$ cat config.mk
export PLATFORM = sky130hd
export DESIGN_NAME = crop_stream_mp
export DESIGN_NICKNAME = d
export VERILOG_FILES = /design/src/rtl/crop_stream_mp.sv
export SDC_FILE = /design/constraint.sdc
export NUM_CORES = 1
export LEC_CHECK = 0
export CORE_ASPECT_RATIO = 1.25
export CORE_UTILIZATION = 35
export CTS_CLUSTER_DIAMETER = 120
export DETAILED_ROUTE_END_ITERATION = 8
export GPL_TIMING_DRIVEN = 0
export PLACE_DENSITY_LB_ADDON = 0.08
export SYNTH_ARGS = -nofsm -noshare
export SYNTH_HDL_FRONTEND = slang
export SYNTH_SLANG_ARGS = --single-unit
$ cat constraint.sdc
create_clock -name clk -period 2.05 [get_ports clk]
set_input_delay 0.41 -clock clk [delete_from_list [all_inputs] [get_ports clk]]
set_output_delay 0.41 -clock clk [all_outputs]
set_load 0.1 [all_outputs]
$ cat src/rtl/crop_stream_mp.sv
// Strips a fixed border from a raster-ordered pixel stream and forwards the interior.
// Kept pixels pass through a 2-entry skid buffer, so stream_in_ready depends only on registers.
module crop_stream_mp #(
    parameter int STREAM_WIDTH = 8,
    parameter int INPUT_HEIGHT = 225,
    parameter int INPUT_WIDTH  = 225,
    parameter int CROP_TOP     = 0,
    parameter int CROP_BOTTOM  = 1,
    parameter int CROP_LEFT    = 0,
    parameter int CROP_RIGHT   = 1
) (
    input  logic                    clk,
    input  logic                    rst_n,
    input  logic [STREAM_WIDTH-1:0] stream_in,
    input  logic                    stream_in_valid,
    output logic                    stream_in_ready,
    output logic [STREAM_WIDTH-1:0] stream_out,
    output logic                    stream_out_valid,
    input  logic                    stream_out_ready,
    output logic                    stream_out_last
);
    localparam int RW = (INPUT_HEIGHT > 1) ? $clog2(INPUT_HEIGHT) : 1;
    localparam int CW = (INPUT_WIDTH > 1) ? $clog2(INPUT_WIDTH) : 1;

    localparam logic [RW-1:0] ROW_MAX  = RW'(INPUT_HEIGHT - 1);
    localparam logic [CW-1:0] COL_MAX  = CW'(INPUT_WIDTH - 1);
    localparam logic [RW-1:0] ROW_LAST = RW'(INPUT_HEIGHT - CROP_BOTTOM - 1);
    localparam logic [CW-1:0] COL_LAST = CW'(INPUT_WIDTH - CROP_RIGHT - 1);

    generate
        if (CROP_TOP + CROP_BOTTOM >= INPUT_HEIGHT) begin : g_bad_height
            $error("crop_stream_mp: CROP_TOP+CROP_BOTTOM must be below INPUT_HEIGHT");
        end
        if (CROP_LEFT + CROP_RIGHT >= INPUT_WIDTH) begin : g_bad_width
            $error("crop_stream_mp: CROP_LEFT+CROP_RIGHT must be below INPUT_WIDTH");
        end
    endgenerate

    logic [RW-1:0] row;
    logic [CW-1:0] col;
    logic row_lo_ok, row_hi_ok, col_lo_ok, col_hi_ok;

    // Zero crops make a bound trivially true; skipping the compare keeps it free of constant tests.
    generate
        if (CROP_TOP == 0) begin : g_row_lo
            assign row_lo_ok = 1'b1;
        end else begin : g_row_lo
            assign row_lo_ok = (row >= RW'(CROP_TOP));
        end
        if (CROP_BOTTOM == 0) begin : g_row_hi
            assign row_hi_ok = 1'b1;
        end else begin : g_row_hi
            assign row_hi_ok = (row < RW'(INPUT_HEIGHT - CROP_BOTTOM));
        end
        if (CROP_LEFT == 0) begin : g_col_lo
            assign col_lo_ok = 1'b1;
        end else begin : g_col_lo
            assign col_lo_ok = (col >= CW'(CROP_LEFT));
        end
        if (CROP_RIGHT == 0) begin : g_col_hi
            assign col_hi_ok = 1'b1;
        end else begin : g_col_hi
            assign col_hi_ok = (col < CW'(INPUT_WIDTH - CROP_RIGHT));
        end
    endgenerate

    logic keep, last_in, in_fire, wr, rd;
    logic [1:0] occ;
    logic [STREAM_WIDTH-1:0] data0, data1;
    logic last0, last1;

    assign keep    = row_lo_ok & row_hi_ok & col_lo_ok & col_hi_ok;
    assign last_in = (row == ROW_LAST) & (col == COL_LAST);

    // Handshake: a transfer happens on a rising edge where valid and ready are both high.
    assign stream_in_ready  = (occ != 2'd2);
    assign stream_out_valid = (occ != 2'd0);
    assign stream_out       = data0;
    assign stream_out_last  = last0;

    assign in_fire = stream_in_valid & stream_in_ready;
    assign wr      = in_fire & keep;
    assign rd      = stream_out_valid & stream_out_ready;

    always_ff @(posedge clk or negedge rst_n) begin
        if (!rst_n) begin
            row   <= '0;
            col   <= '0;
            occ   <= 2'd0;
            data0 <= '0;
            data1 <= '0;
            last0 <= 1'b0;
            last1 <= 1'b0;
        end else begin
            if (in_fire) begin
                if (col == COL_MAX) begin
                    col <= '0;
                    row <= (row == ROW_MAX) ? '0 : row + 1'b1;
                end else begin
                    col <= col + 1'b1;
                end
            end
            // Entry 0 is always the head; entry 1 only holds data when occ is 2.
            case ({wr, rd})
                2'b10: begin
                    if (occ == 2'd0) begin
                        data0 <= stream_in;
                        last0 <= last_in;
                    end else begin
                        data1 <= stream_in;
                        last1 <= last_in;
                    end
                    occ <= occ + 2'd1;
                end
                2'b01: begin
                    data0 <= data1;
                    last0 <= last1;
                    occ   <= occ - 2'd1;
                end
                2'b11: begin
                    if (occ == 2'd1) begin
                        data0 <= stream_in;
                        last0 <= last_in;
                    end else begin
                        data0 <= data1;
                        last0 <= last1;
                        data1 <= stream_in;
                        last1 <= last_in;
                    end
                end
                default: ;
            endcase
        end
    end
endmodule
==> results.md <==
- Setup slack after placement: -0.633 ns
- Reg clk slew, reported paths: ~0.070 ns
- Syn Area/Cell: 10.8 sq um
- Footprint of the multi-input gates: 1080 sq um
- CTS tree: built
- Mapped Area: ~1900 sq um
- First-pass GRT wire length: 7030 um
- Final cell count without fillers: 276
- Crit Reg-Reg Endpoint: data1[6]
- Critical path endpoint category: output pin
- Share of cells above drive strength 1: between 20% and 30%
- Unique cell type count in the Yosys netlist: 38
- Clock Skew: approximately 0.0030 ns
- Io pins: 23
- Tcrit/Tclk final: 96.6%
- Final WL: roughly 4100 um
- Flops & latches, synth: 36
- Largest net degree at the start of global routing: 37
- Critical path's slowest cell: clkdlybuf4s15_2
- Sequential area share after synthesis: a little under half
- Syn nets: about 200
- Most common cell after layout, fill and taps aside: dfrtp_1
- Vias: 1459
- Drt drc: 0
- Hold Violations, Final: 0
- First-pass DRT Iterations: 4
- Area delta synth->final: 33.0%
- Fillers: about 480
- DR WL met3: between 150 and 200 um
- Grt ovf: 0
- Post-Synthesis Cells: 176
- Delay of the slowest cell on the worst path: 0.55 ns
- Starting density of the core: around 37%
- Post-layout worst setup margin: ~0.069 ns
- Unrepaired setup endpoints after global routing: true
- # rows: 29
- Register area: 901 sq um
- Total number of H-tree levels: 2
- Buffers added on ports: 22
- Vias/cell: 5.29
- Slew margin rel.: between 30% and 40%
- Cell Chain, Critical Path: inv_2 > ha_4 > clkinvlp_4 > clkdlybuf4s15_2
- Crit Path Max Fanout: 3
- CP delay by family, top: buffers and inverters
- Inserted Clock Buffers: 5
- Ys Warns: 0
- Tot GR Track Use: between 10% and 20%
- Final HPWL DP: roughly 2700 um
- 1st-iter DRT viols: about 110
- WL met2: ~2200 um
- Number of global-route vias before repair: roughly 1500
- Fin crit period: 1.98 ns
- Root buffer cell: clkbuf_8
- Worst Tran Pin Value: just under 1 ns
- Initial antenna violation count: 0
- Clk_lat worst skew: approximately 0.28 ns
- Pwr dens: 1440 nW/um^2
- Arrival time of the worst setup path: between 1.5 and 2 ns
- FF-to-FF path depth: 9
- Data required, critical path: about 1.6 ns
- Die Height: 84.3 um
- Hold Crit Class: in -> async
- Antenna Nets Post-Route: 0
- Clk buf depth: 2
- Full die area: about 5700 sq um
- Net count, final: 236
- Max Fclk: roughly 500 MHz
- Antenna Cells: 0
- Max IR drop VDD: ~0.00080 V
- Most frequent cells in the layout: dfrtp_1 (36), nand2_1 (18), o21ai_0 (10), dlygate4sd2_1 (10)
- Status: complete, no violations
- CP bufs+invs: 3
- Gpl congestion: a little under 0.8
- WHS: roughly 0.21 ns
- WL per Instance: around 15 um
- Number of max-cap violations: 0
- Leakage power: between 1 and 1.5 nW
- Critical path class: reg -> out
- Slew Viols, Final: 0
- Max Used Layer: met4
- Die width: 67.8 um
- FF-to-FF setup slack: about 0.07 ns
- Placed cell count: 260
- Startpoint types: register
- Met1 WL: 1690 um
- # setup viols final: 0
- Critical R2R Launch: occ[1]
- Utilization after layout: between 40% and 50%
- CTS sink cnt: 36
- Placeable Area: roughly 5000 sq um
cell usage after synthesis:
| cell type | instances | area share (%) |
|---|---|---|
| o211ai_2 | 1 | 0.66 |
| nor2_1 | 6 | 1.2 |
| dfrtp_1 | 36 | 47 |
| nand4_4 | 1 | 1.1 |
| nand3b_1 | 1 | 0.40 |
| xnor2_2 | 1 | 0.86 |
| nand2b_1 | 1 | 0.33 |
| xor2_1 | 2 | 0.92 |
| o21ai_0 | 16 | 4.2 |
| nand4_1 | 4 | 1.3 |
| buf_2 | 2 | 0.53 |
| ha_1 | 10 | 6.6 |
| nor4b_4 | 1 | 1.3 |
| o21ai_1 | 1 | 0.26 |
| nor4b_2 | 1 | 0.79 |
| nand4b_1 | 1 | 0.46 |
| a21oi_1 | 1 | 0.26 |
| xnor2_1 | 5 | 2.3 |
| a22oi_1 | 9 | 3.6 |
| mux2_2 | 10 | 5.9 |
| or3b_1 | 1 | 0.46 |
| a21o_1 | 1 | 0.40 |
| a22o_1 | 2 | 0.92 |
| nand2_1 | 22 | 4.4 |
| mux2i_1 | 1 | 0.53 |
| and2b_1 | 1 | 0.40 |
| buf_6 | 2 | 1.2 |
| nor2b_1 | 3 | 0.99 |
| a211o_1 | 1 | 0.46 |
| inv_1 | 11 | 2.2 |
| and3_4 | 1 | 0.59 |
| nand3_1 | 10 | 2.6 |
| o21a_1 | 2 | 0.79 |
| and3_1 | 1 | 0.33 |
| nor3_1 | 2 | 0.53 |
| or3_1 | 1 | 0.33 |
| a41oi_4 | 1 | 1.5 |
| nor4_1 | 3 | 0.99 |
worst max-delay path by stage:
stage | from | end | slack, ns | depth (start not counted)
global route | occ[1] | data1[6] | -0.009 | 9
floorplan | occ[0] | stream_out_last | -0.24 | 11
finish | occ[1] | stream_out_valid | 0.07 | 4
detailed placement | stream_in_valid | stream_out[1] | -0.63 | 10
CTS | occ[1] | stream_out[5] | 0.003 | 11
global placement | stream_in_valid | data1[3] | -0.52 | 9
power breakdown:
group	total, mW	internal (mW)	switching (mW)	leakage [nW]
registers	1.13	0.944	0.186	0.450
clock network	0.546	0.299	0.247	0.0503
logic	1.95	0.688	1.26	0.588
total	3.63	1.93	1.70	1.09
sequential cells by signal (all words and copies together), names as in the netlist:
name and cells:
last1 1, data1 8, col 8, occ 2, row 8, stream_out 8, stream_out_last 1
kinds of logic (layout without fill, tap and decap cells):
group,count (synthesis),in the layout,synth area share (%)
AND/OR/NAND/NOR,61,61,18.5
flip-flops,36,36,47.5
AO/OA/AOI/OAI,35,36,13.0
buffers and inverters,15,52,3.89
multiplexers,11,11,6.46
adder cells (fa/ha/maj),10,10,6.60
XOR/XNOR,8,8,4.09
per-layer routing:
metal  global-route usage (%)  vias up
li1                         -      702
met1                     18.9      724
met2                     28.4       25
met3                     5.43        8
met4                     5.68        0
met5                        0        -
repair_timing:
action	4_1_cts	5_1_grt
setup endpoints to repair	29	19
pin swaps	5	5
hold buffers	0	0
resized for setup	31	13
buffers inserted	3	5
cloned	2	0
final cells by class:
cell class	instances	share of cell area, %
Sequential cell	36	35.7
Inverter	11	1.98
Multi-Input combinational cell	126	42.8
Tap cell	62	3.08
Buffer	3	1.34
Timing Repair Buffer	31	11.3
Clock buffer	7	3.82
stage by stage:
step / area (sq um) / power [mW] / setup TNS (ns)
6_report: 2520 / 3.63 / 0
5_1_grt: 2520 / 3.84 / -0.0241
4_1_cts: 2450 / 3.57 / 0
3_5_place_dp: 2250 / 2.90 / -10.44
3_3_place_gp: 2250 / 2.86 / -17.96
2_1_floorplan: 1950 / 2.49 / -4.16
Note: power is estimated with default switching activity, not from simulation.
